$ cat config.mk
export PLATFORM = sky130hd
export DESIGN_NAME = l2_write_buffer
export DESIGN_NICKNAME = d
export VERILOG_FILES = /design/src/rtl/l2_write_buffer_pkg.sv /design/src/rtl/l2_write_buffer_fifo.sv /design/src/rtl/l2_write_buffer.sv
export SDC_FILE = /design/constraint.sdc
export NUM_CORES = 1
export LEC_CHECK = 0
export ABC_AREA = 1
export BUFFER_PORTS_ARGS = -buffer_cell sky130_fd_sc_hd__buf_2
export CAP_MARGIN = 10
export CELL_PAD_IN_SITES_DETAIL_PLACEMENT = 1
export CELL_PAD_IN_SITES_GLOBAL_PLACEMENT = 1
export CORE_AREA = 3 3 415 417
export CTS_BUF_LIST = sky130_fd_sc_hd__clkbuf_16
export CTS_CLUSTER_DIAMETER = 40
export DETAILED_ROUTE_END_ITERATION = 10
export DIE_AREA = 0 0 418 420
export PLACE_DENSITY_LB_ADDON = 0.1
export SLEW_MARGIN = 20
export SYNTH_ARGS = -nofsm -noshare
export SYNTH_HDL_FRONTEND = slang
export SYNTH_SLANG_ARGS = --single-unit
export TNS_END_PERCENT = 10
$ cat constraint.sdc
create_clock -name clk -period 19 [get_ports clk]
set_input_delay 2.85 -clock clk [delete_from_list [all_inputs] [get_ports clk]]
set_output_delay 2.85 -clock clk [all_outputs]
set_load 0.02 [all_outputs]
$ cat src/rtl/l2_write_buffer_pkg.sv
// ----------------------------------------------------------------------------
// l2_write_buffer_pkg
// Shared types and constants for the L2 line write buffer.
//   wb_state_t       : controller states (idle, write ack, forward, memory read, drain)
//   LINE_OFFSET_BITS : byte-offset bits within a cache line, ignored for matching
//   wb_entry_t       : one buffered line {valid, line_addr, data} at default widths
// Optional feature macro used by the top level: WB_FORWARD_EN.
// ----------------------------------------------------------------------------
package l2_write_buffer_pkg;

    localparam int unsigned LINE_OFFSET_BITS = 5;
    localparam int unsigned WB_ADDR_WIDTH    = 16;
    localparam int unsigned WB_LINE_WIDTH    = 256;

    typedef enum logic [2:0] {
        StIdle,
        StWack,
        StFwd,
        StMread,
        StDrain
    } wb_state_t;

    typedef struct packed {
        logic                                      valid;
        logic [WB_ADDR_WIDTH-LINE_OFFSET_BITS-1:0] line_addr;
        logic [WB_LINE_WIDTH-1:0]                  data;
    } wb_entry_t;

endpackage

$ cat src/rtl/l2_write_buffer_fifo.sv
// ----------------------------------------------------------------------------
// wb_fifo
// Circular line store for the write buffer with a parallel line-address lookup.
// Ports:
//   clk, rst        : clock, asynchronous active-high reset
//   lookup_tag_i    : line address being looked up (also the tag stored on write)
//   wr_en_i         : store wr_data_i; overwrites a matching entry, else enqueues
//   wr_data_i       : line data to store
//   pop_i           : retire the head entry
//   hit_o           : lookup_tag_i matches a valid entry
//   hit_data_o      : data of the youngest matching entry
//   head_tag_o      : line address of the head entry
//   head_data_o     : data of the head entry
//   full_o, empty_o : occupancy flags
// ----------------------------------------------------------------------------
module wb_fifo #(
    parameter int unsigned DEPTH      = 2,
    parameter int unsigned TAG_WIDTH  = 11,
    parameter int unsigned LINE_WIDTH = 256
) (
    input  logic                  clk,
    input  logic                  rst,
    input  logic [TAG_WIDTH-1:0]  lookup_tag_i,
    input  logic                  wr_en_i,
    input  logic [LINE_WIDTH-1:0] wr_data_i,
    input  logic                  pop_i,
    output logic                  hit_o,
    output logic [LINE_WIDTH-1:0] hit_data_o,
    output logic [TAG_WIDTH-1:0]  head_tag_o,
    output logic [LINE_WIDTH-1:0] head_data_o,
    output logic                  full_o,
    output logic                  empty_o
);

    localparam int unsigned PtrW = $clog2(DEPTH);
    localparam int unsigned CntW = $clog2(DEPTH + 1);

    logic [DEPTH-1:0]      valid_q, valid_d;
    logic [TAG_WIDTH-1:0]  tag_q   [DEPTH];
    logic [TAG_WIDTH-1:0]  tag_d   [DEPTH];
    logic [LINE_WIDTH-1:0] data_q  [DEPTH];
    logic [LINE_WIDTH-1:0] data_d  [DEPTH];
    logic [PtrW-1:0]       head_q, head_d, tail_q, tail_d;
    logic [CntW-1:0]       count_q, count_d;
    logic [PtrW-1:0]       hit_idx, scan_idx;

    // Scan oldest to youngest so the last match seen is the youngest one.
    always_comb begin
        hit_o    = 1'b0;
        hit_idx  = '0;
        scan_idx = '0;
        for (int unsigned k = 0; k < DEPTH; k++) begin
            scan_idx = head_q + PtrW'(k);
            if (valid_q[scan_idx] && (tag_q[scan_idx] == lookup_tag_i)) begin
                hit_o   = 1'b1;
                hit_idx = scan_idx;
            end
        end
    end

    always_comb begin
        valid_d = valid_q;
        tag_d   = tag_q;
        data_d  = data_q;
        head_d  = head_q;
        tail_d  = tail_q;
        count_d = count_q;
        if (wr_en_i) begin
            if (hit_o) begin
                // Coalesce: same line already buffered, occupancy unchanged.
                data_d[hit_idx] = wr_data_i;
            end else begin
                valid_d[tail_q] = 1'b1;
                tag_d[tail_q]   = lookup_tag_i;
                data_d[tail_q]  = wr_data_i;
                tail_d          = tail_q + 1'b1;
                count_d         = count_q + 1'b1;
            end
        end else if (pop_i) begin
            valid_d[head_q] = 1'b0;
            head_d          = head_q + 1'b1;
            count_d         = count_q - 1'b1;
        end
    end

    always_ff @(posedge clk or posedge rst) begin
        if (rst) begin
            valid_q <= '0;
            head_q  <= '0;
            tail_q  <= '0;
            count_q <= '0;
            for (int unsigned i = 0; i < DEPTH; i++) begin
                tag_q[i]  <= '0;
                data_q[i] <= '0;
            end
        end else begin
            valid_q <= valid_d;
            head_q  <= head_d;
            tail_q  <= tail_d;
            count_q <= count_d;
            tag_q   <= tag_d;
            data_q  <= data_d;
        end
    end

    assign hit_data_o  = data_q[hit_idx];
    assign head_tag_o  = tag_q[head_q];
    assign head_data_o = data_q[head_q];
    assign full_o      = (count_q == CntW'(DEPTH));
    assign empty_o     = (count_q == '0);

endmodule

$ cat src/rtl/l2_write_buffer.sv
// ----------------------------------------------------------------------------
// l2_write_buffer
// Line-granular write buffer between the L2 physical-memory port and memory.
// Writebacks are absorbed in one cycle; refill reads go ahead of pending
// writebacks; buffered lines drain to memory when the port is otherwise idle.
// Ports:
//   clk, rst          : clock, asynchronous active-high reset
//   l2_pmem_read      : L2 line read, held until l2_pmem_resp
//   l2_pmem_write     : L2 line writeback, held until l2_pmem_resp
//   l2_pmem_address   : L2 request byte address
//   l2_pmem_wdata     : writeback line
//   l2_pmem_rdata     : line returned to L2
//   l2_pmem_resp      : one-cycle completion pulse to L2
//   mem_read/mem_write: memory requests, held until mem_resp
//   mem_address       : memory byte address
//   mem_wdata/rdata   : memory write/read line
//   mem_resp          : memory completion pulse
// Build option: define WB_FORWARD_EN to serve read hits straight from the
// buffer; otherwise matching lines are drained first and the read goes to memory.
// ----------------------------------------------------------------------------
module l2_write_buffer
    import l2_write_buffer_pkg::*;
#(
    parameter int unsigned DEPTH       = 2,
    parameter int unsigned ADDR_WIDTH  = 16,
    parameter int unsigned LINE_WIDTH  = 256,
    parameter int unsigned OFFSET_BITS = LINE_OFFSET_BITS
) (
    input  logic                  clk,
    input  logic                  rst,
    input  logic                  l2_pmem_read,
    input  logic                  l2_pmem_write,
    input  logic [ADDR_WIDTH-1:0] l2_pmem_address,
    input  logic [LINE_WIDTH-1:0] l2_pmem_wdata,
    output logic [LINE_WIDTH-1:0] l2_pmem_rdata,
    output logic                  l2_pmem_resp,
    output logic                  mem_read,
    output logic                  mem_write,
    output logic [ADDR_WIDTH-1:0] mem_address,
    output logic [LINE_WIDTH-1:0] mem_wdata,
    input  logic [LINE_WIDTH-1:0] mem_rdata,
    input  logic                  mem_resp
);

    localparam int unsigned TagW = ADDR_WIDTH - OFFSET_BITS;

    wb_state_t             state_q, state_d;
    logic                  fifo_wr, fifo_pop;
    logic                  hit, full, empty;
    logic [LINE_WIDTH-1:0] hit_data, head_data;
    logic [TagW-1:0]       head_tag;

    wb_fifo #(
        .DEPTH      (DEPTH),
        .TAG_WIDTH  (TagW),
        .LINE_WIDTH (LINE_WIDTH)
    ) u_fifo (
        .clk          (clk),
        .rst          (rst),
        .lookup_tag_i (l2_pmem_address[ADDR_WIDTH-1:OFFSET_BITS]),
        .wr_en_i      (fifo_wr),
        .wr_data_i    (l2_pmem_wdata),
        .pop_i        (fifo_pop),
        .hit_o        (hit),
        .hit_data_o   (hit_data),
        .head_tag_o   (head_tag),
        .head_data_o  (head_data),
        .full_o       (full),
        .empty_o      (empty)
    );

`ifndef WB_FORWARD_EN
    logic unused_hit_data;
    assign unused_hit_data = ^hit_data;
`endif

    always_comb begin
        state_d       = state_q;
        fifo_wr       = 1'b0;
        fifo_pop      = 1'b0;
        l2_pmem_rdata = '0;
        l2_pmem_resp  = 1'b0;
        mem_read      = 1'b0;
        mem_write     = 1'b0;
        mem_address   = '0;
        mem_wdata     = '0;
        unique case (state_q)
            StIdle: begin
                // Read beats write beats background drain.
                if (l2_pmem_read) begin
`ifdef WB_FORWARD_EN
                    state_d = hit ? StFwd : StMread;
`else
                    // Stale memory copy: push matching lines out before reading.
                    state_d = hit ? StDrain : StMread;
`endif
                end else if (l2_pmem_write) begin
                    if (!full) begin
                        fifo_wr = 1'b1;
                        state_d = StWack;
                    end else begin
                        state_d = StDrain;
                    end
                end else if (!empty) begin
                    state_d = StDrain;
                end
            end
            StWack: begin
                l2_pmem_resp = 1'b1;
                state_d      = StIdle;
            end
            StFwd: begin
`ifdef WB_FORWARD_EN
                l2_pmem_rdata = hit_data;
                l2_pmem_resp  = 1'b1;
`endif
                state_d = StIdle;
            end
            StMread: begin
                mem_read      = 1'b1;
                mem_address   = l2_pmem_address;
                l2_pmem_rdata = mem_rdata;
                l2_pmem_resp  = mem_resp;
                if (mem_resp) begin
                    state_d = StIdle;
                end
            end
            StDrain: begin
                // FIFO is frozen in this state, so these stay stable until mem_resp.
                mem_write   = 1'b1;
                mem_address = {head_tag, {OFFSET_BITS{1'b0}}};
                mem_wdata   = head_data;
                if (mem_resp) begin
                    fifo_pop = 1'b1;
                    state_d  = StIdle;
                end
            end
            default: state_d = StIdle;
        endcase
    end

    always_ff @(posedge clk or posedge rst) begin
        if (rst) begin
            state_q <= StIdle;
        end else begin
            state_q <= state_d;
        end
    end

    // L2 issues one request at a time.
    always @(posedge clk) begin
        if (!rst) begin
            assert (!(l2_pmem_read && l2_pmem_write));
        end
    end

endmodule

* Yosys cells after proc, flatten, opt, wreduce, memory -nomap -nowiden *
Cells that the tools add are included.

cells by class
  shift operators = 0
  multipliers = 0
  bitwise operators = 9
  add/sub/neg operators = 4
  reduce and logical (&&, ||, !) cells = 14
  muxes and demuxes = 56
  divide/modulo/power cells = 0
  $lt $le $gt $ge = 11
  equality and inequality tests = 9

operators with widths
  cell                                                        count
  2-to-1 mux 256 bit                                          7
  bitwise mux 512 bit                                         2
  demux 256 bit (select 1 bit)                                2
  2-to-1 mux 512 bit                                          1
  2-to-1 mux 11 bit                                           7
  one-hot mux 16 bit (2 select lines)                         1
  bitwise mux 22 bit                                          1
  equality test 11 bit                                        2
  2-to-1 mux 1 bit                                            18
  2-to-1 mux 3 bit                                            6
  2-to-1 mux 2 bit                                            6
  demux 11 bit (select 1 bit)                                 1
  greater-or-equal comparator 2 bit, second input constant    4
  inverter 1 -> 2 bit                                         4
  AND reduction 2 bit                                         4
  logical AND 1 bit                                           6
  less-than comparator 1 x 2 -> 1 bit, second input constant  3
  one-hot mux 3 bit (2 select lines)                          1
  less-than comparator 2 x 1 -> 1 bit, second input constant  2
  inequality test 4 bit, second input constant                1
  equality test 3 x 1 -> 1 bit, second input constant         1
  equality test 3 x 2 -> 1 bit, second input constant         1
  equality test 3 bit, second input constant                  1
  logical NOT 3 bit                                           1
  16 further kinds                                            20

word-level totals
  memories = 0
  word-level logic and storage cells = 112
  input bits = 533
  register bits after elaboration = 543
  bits in writable memories = 0
  latch bits = 0
  output and inout bits = 531
  ROM bits = 0

* Longest topological paths before layout *
  depth after elaboration = 15
  mapped depth = 18
  gate-level depth less buffers = 15

* Cells and area by module *
Synthesis repeated with hierarchy kept, for this count alone.

unflattened totals
  cells, all modules = 5,109
  area total of the unflattened synthesis = 33,014.2 um^2

by module, submodules not included
  module           cells each  instances  sequential area each (um^2)  area an instance (um^2)
  wb_fifo          3,947       1          13,513.0                     28,288.4
  l2_write_buffer  1,162       1          75.1                         4,725.8

* Worst setup path after synthesis *
OpenSTA, ideal clock, no wires.

  path type = input-to-output
  start point = input port l2_pmem_address[11]
  end point = output port mem_address[11]
  data required time = 16,150 ps
  arrival time = 3,430 ps
  path buffers = 0
  cell stages on the path = 2
  slack = 12,720 ps
  cell sequence = inv_1 > o21ai_0

on the way
  word-level cells in the longest chain between the ends = 1

RTL lines
  what                                 line                   text
  from (decl)                          l2_write_buffer.sv:33  input logic [ADDR_WIDTH-1:0] l2_pmem_address,
  one-hot mux 16 bit (2 select lines)  l2_write_buffer.sv:87  unique case (state_q)
  to (decl)                            l2_write_buffer.sv:39  output logic [ADDR_WIDTH-1:0] mem_address,

No other way between the ends.

* Final worst setup path *
  start point = register u_fifo.head_q
  end point = output port mem_wdata[11]

on the way
  word-level cells in the longest chain between the ends = 5

RTL lines
  what                                                   line                         text
  from (decl)                                            l2_write_buffer_fifo.sv:43   logic [PtrW-1:0] head_q, head_d, tail_q, tail_d;
  from (signal assigned)                                 l2_write_buffer_fifo.sv:89   head_q <= '0;
  from (signal assigned)                                 l2_write_buffer_fifo.sv:98   head_q <= head_d;
  inverter 1 -> 2 bit (not written as such)              l2_write_buffer_fifo.sv:108  assign head_data_o = data_q[head_q];
  2-to-1 mux 256 bit (not written as such) (3 in a row)  l2_write_buffer_fifo.sv:108
  2-to-1 mux 256 bit                                     l2_write_buffer.sv:87
  to (decl)                                              l2_write_buffer.sv:40        output logic [LINE_WIDTH-1:0] mem_wdata,

No other way between the ends. The select of a mux whose other input is x is not followed.

==> impl_metrics.toml <==
[power_and_ir_drop]
leakagePower_nw = 22.84
peakVddDrop_uv = 95.42
power_per_unit_of_standard_cell_area_nw_per_um2 = 165.2

[critical_path]
data_arrival_at_the_endpoint_of_the_critical_path_ns = 4.43
worst_setup_path_category = "flip-flop to output port"
timing.critical_path.slowest_stage_cell = "sky130_fd_sc_hd__buf_4"
timing.critical_path.from_type = "flip-flop"
critical_path.cell_chain = "clkinv_8 -> buf_4 -> buf_4 -> nand2_1 -> a21oi_1 -> buf_2"
endpoint_kind = "output port"
critical-path-max-stage-delay_ns = 0.85
timing.critical_path.required_ns = 16.15
critPathMaxFanout = 109
critPathMostFrequentCell = "sky130_fd_sc_hd__buf_4"

[die]
die-height_um = 420
die_w_um = 418
core_area_um2 = 169100
initial_core_util = 0.1714
number_of_placement_rows = 151
design.die.area_um2 = 175600
num_io_pins = 1064

[final_layout]
final_nets = 5538
synthToLayoutAreaGrowth_pct = 41.64
drive_gt1_frac = 0.2612

[clock_tree]
cts_made_buffers = 155
ctsRootBufferMaster = "sky130_fd_sc_hd__clkbuf_16"
cts_resized = 0
cts_setup_buffers = 0
hold_buf_count_cts = 0
clock_tree.buffer_depth = 3
number_of_clock_sinks_seen_by_cts = 543
htree_num_levels = 4
clock_slew_at_the_register_clock_pins_of_the_worst_setup_and_hold_paths_ns = 0.04
tritoncts = "yes"
insertion_delay_ns = 0.78

[sta]
timing.final.crit_share = 0.3833
finalMaxSlewViolations = 0
timing.final.ws_setup_ns = 11.72
final.hold.worst_slack_ns = 0.4643
fin_worst_skew_ns = 0.04669
rsz0062_at_grt = "no"
fin_crit_ns = 7.283
fmax_ghz = 0.1373
hold_violations = 0
relative_slew_slack = 0.2685
totalNegativeSetupSlack_ns = 0
max_slew.worst_pin.slew_ns = 1.097
final-setup-viol-count = 0

[yosys]
ys_types = 26
avgSynthCellArea_um2 = 7.094
synth_fp_nets = 4619
yosysTopAreaCellShare = 0.4688
yosysTopAreaCell = "sky130_fd_sc_hd__dfrtp_1"
post_synthesis_sequential_element_count = 543
syn-cell-area_um2 = 28990
synthesized_instance_count = 4086
synth.area.top_cells = "sky130_fd_sc_hd__dfrtp_1, sky130_fd_sc_hd__nand2_1, sky130_fd_sc_hd__nand4_1, sky130_fd_sc_hd__a21oi_1, sky130_fd_sc_hd__inv_1"
yosys_warnings = 0
synth-seq-area-share = 0.4688

[hold_path]
hp-class = "flip-flop to flip-flop"

[drt]
wl_per_cell_um = 24.13
drc = 0
drt_iter0_markers = 1848
initial_drt_pass_iterations = 5
vias = 32010
ant_nets = 0
drt_wl_total_um = 177700
viasPerCell = 4.346

[placement]
detailedPlace.worstSlack_ns = 11.10
buffer_ports.inserted = 1063
gp_routability_congestion = 0.9484
place.detailed.hpwl_um = 121900

[job]
cap_viol_max_count = 0

[global_route]
grt_max_degree = 139
grt_antenna_before_repair = 110
globalRouteOverflowTotal = 0
grt_pass1_wl_um = 252000
grtUsageTotal = 0.1968
first_global_vias = 33030

[status]
run_status = "finished, final reports clean"
layout make-up:
cell class | count | area [um2]
clock inverters | 123 | 1136
inverters | 309 | 1187
fillers | 20650 | 128000
clock buffers | 155 | 3879
multi-input cells | 2882 | 12680
well taps | 2218 | 2775
flip-flops and latches | 543 | 13590
repair buffers | 1114 | 5753
diodes | 21 | 52.55
worst paths after layout:
kind | startpoint | to | slack, ns | cells after the start
max in group asynchronous | rst | u_fifo.data_q[188]$_DFFE_PP0P_ | 13.34 | 6
hold reg to reg | u_fifo.data_q[23]$_DFFE_PP0P_ | u_fifo.data_q[23]$_DFFE_PP0P_ | 0.46 | 2
setup / recovery | u_fifo.head_q$_DFFE_PP0P_ | mem_wdata[11] | 11.72 | 6
setup reg to reg | u_fifo.head_q$_DFFE_PP0P_ | u_fifo.data_q[20]$_DFFE_PP0P_ | 12.60 | 14
hold / removal | u_fifo.data_q[23]$_DFFE_PP0P_ | u_fifo.data_q[23]$_DFFE_PP0P_ | 0.46 | 2
min in group asynchronous | rst | u_fifo.data_q[29]$_DFFE_PP0P_ | 2.23 | 2
flip-flops by register name, summed over array words and instances, names as in the netlist:
signal,cells
u_fifo.tail_q,1
u_fifo.data_q,512
state_q,3
u_fifo.count_q,2
u_fifo.head_q,1
u_fifo.tag_q,22
u_fifo.valid_q,2
placed cells by master, fill, tap and decap left out, drive strengths merged, types with 4 or more instances in the layout:
cell    netlist  routed
clkinv        1      66
dfrtp       543     543
nand4       517     517
inv         308     350
nand3        53      53
buf         183    1114
a21oi       259     259
bufinv        0      13
nor3          4       4
diode         0      21
o21ai        41      41
nand2      1716    1716
nor2        283     283
clkbuf      169     155
metal layers:
layer | global-route usage | vias up | share of wire
li1 | - | 15090 | -
met1 | 0.2472 | 15600 | 0.43
met2 | 0.3322 | 953 | 0.49
met3 | 0.04756 | 344 | 0.053
met4 | 0.05950 | 28 | 0.027
met5 | 0 | - | 0.0010
critical path, delay by kind of cell, from the launching register on:
kind | cells | cell delay (ns)
flops | 1 | 0.74
simple gates | 1 | 0.10
compound gates | 1 | 0.27
buf+inv | 4 | 2.40
logic make-up after synthesis:
kind of cell	share of synthesized area
simple gates	0.3824
buf+inv	0.09514
flops	0.4688
compound gates	0.05279
xor+xnor	0.0009066
where the power goes:
part / switching, W / internal, W / leakage, nW
clock: 0.000835 / 0.00165 / 2.58
combinational: 0.00169 / 0.000612 / 13.4
sequential: 0.000305 / 0.00169 / 6.88
per-stage QoR:
step	instance area, um2	total power [W]	util	std cells
6_report	41060	0.006784	0.2428	7365
5_1_grt	41030	0.007322	0.2427	7356
3_5_place_dp	35990	0.004389	0.2128	7066
4_1_cts	41000	0.006953	0.2425	7344
2_1_floorplan	28990	0.003461	-	4086
3_3_place_gp	35990	0.004368	0.2128	7066
Yosys cell counts, drive strengths merged:
master and instances:
clkinv 1, o21ai 41, clkbuf 169, nand4 517, nand2 1716, or2 1
dfrtp 543, nand3 53, o2111ai 1, inv 308, nor2 283, a21oi 259
nor3 4, o211ai 1, buf 183, nand3b 1, xor2 3, o22ai 2
Note: power is estimated with default switching activity, not from simulation.
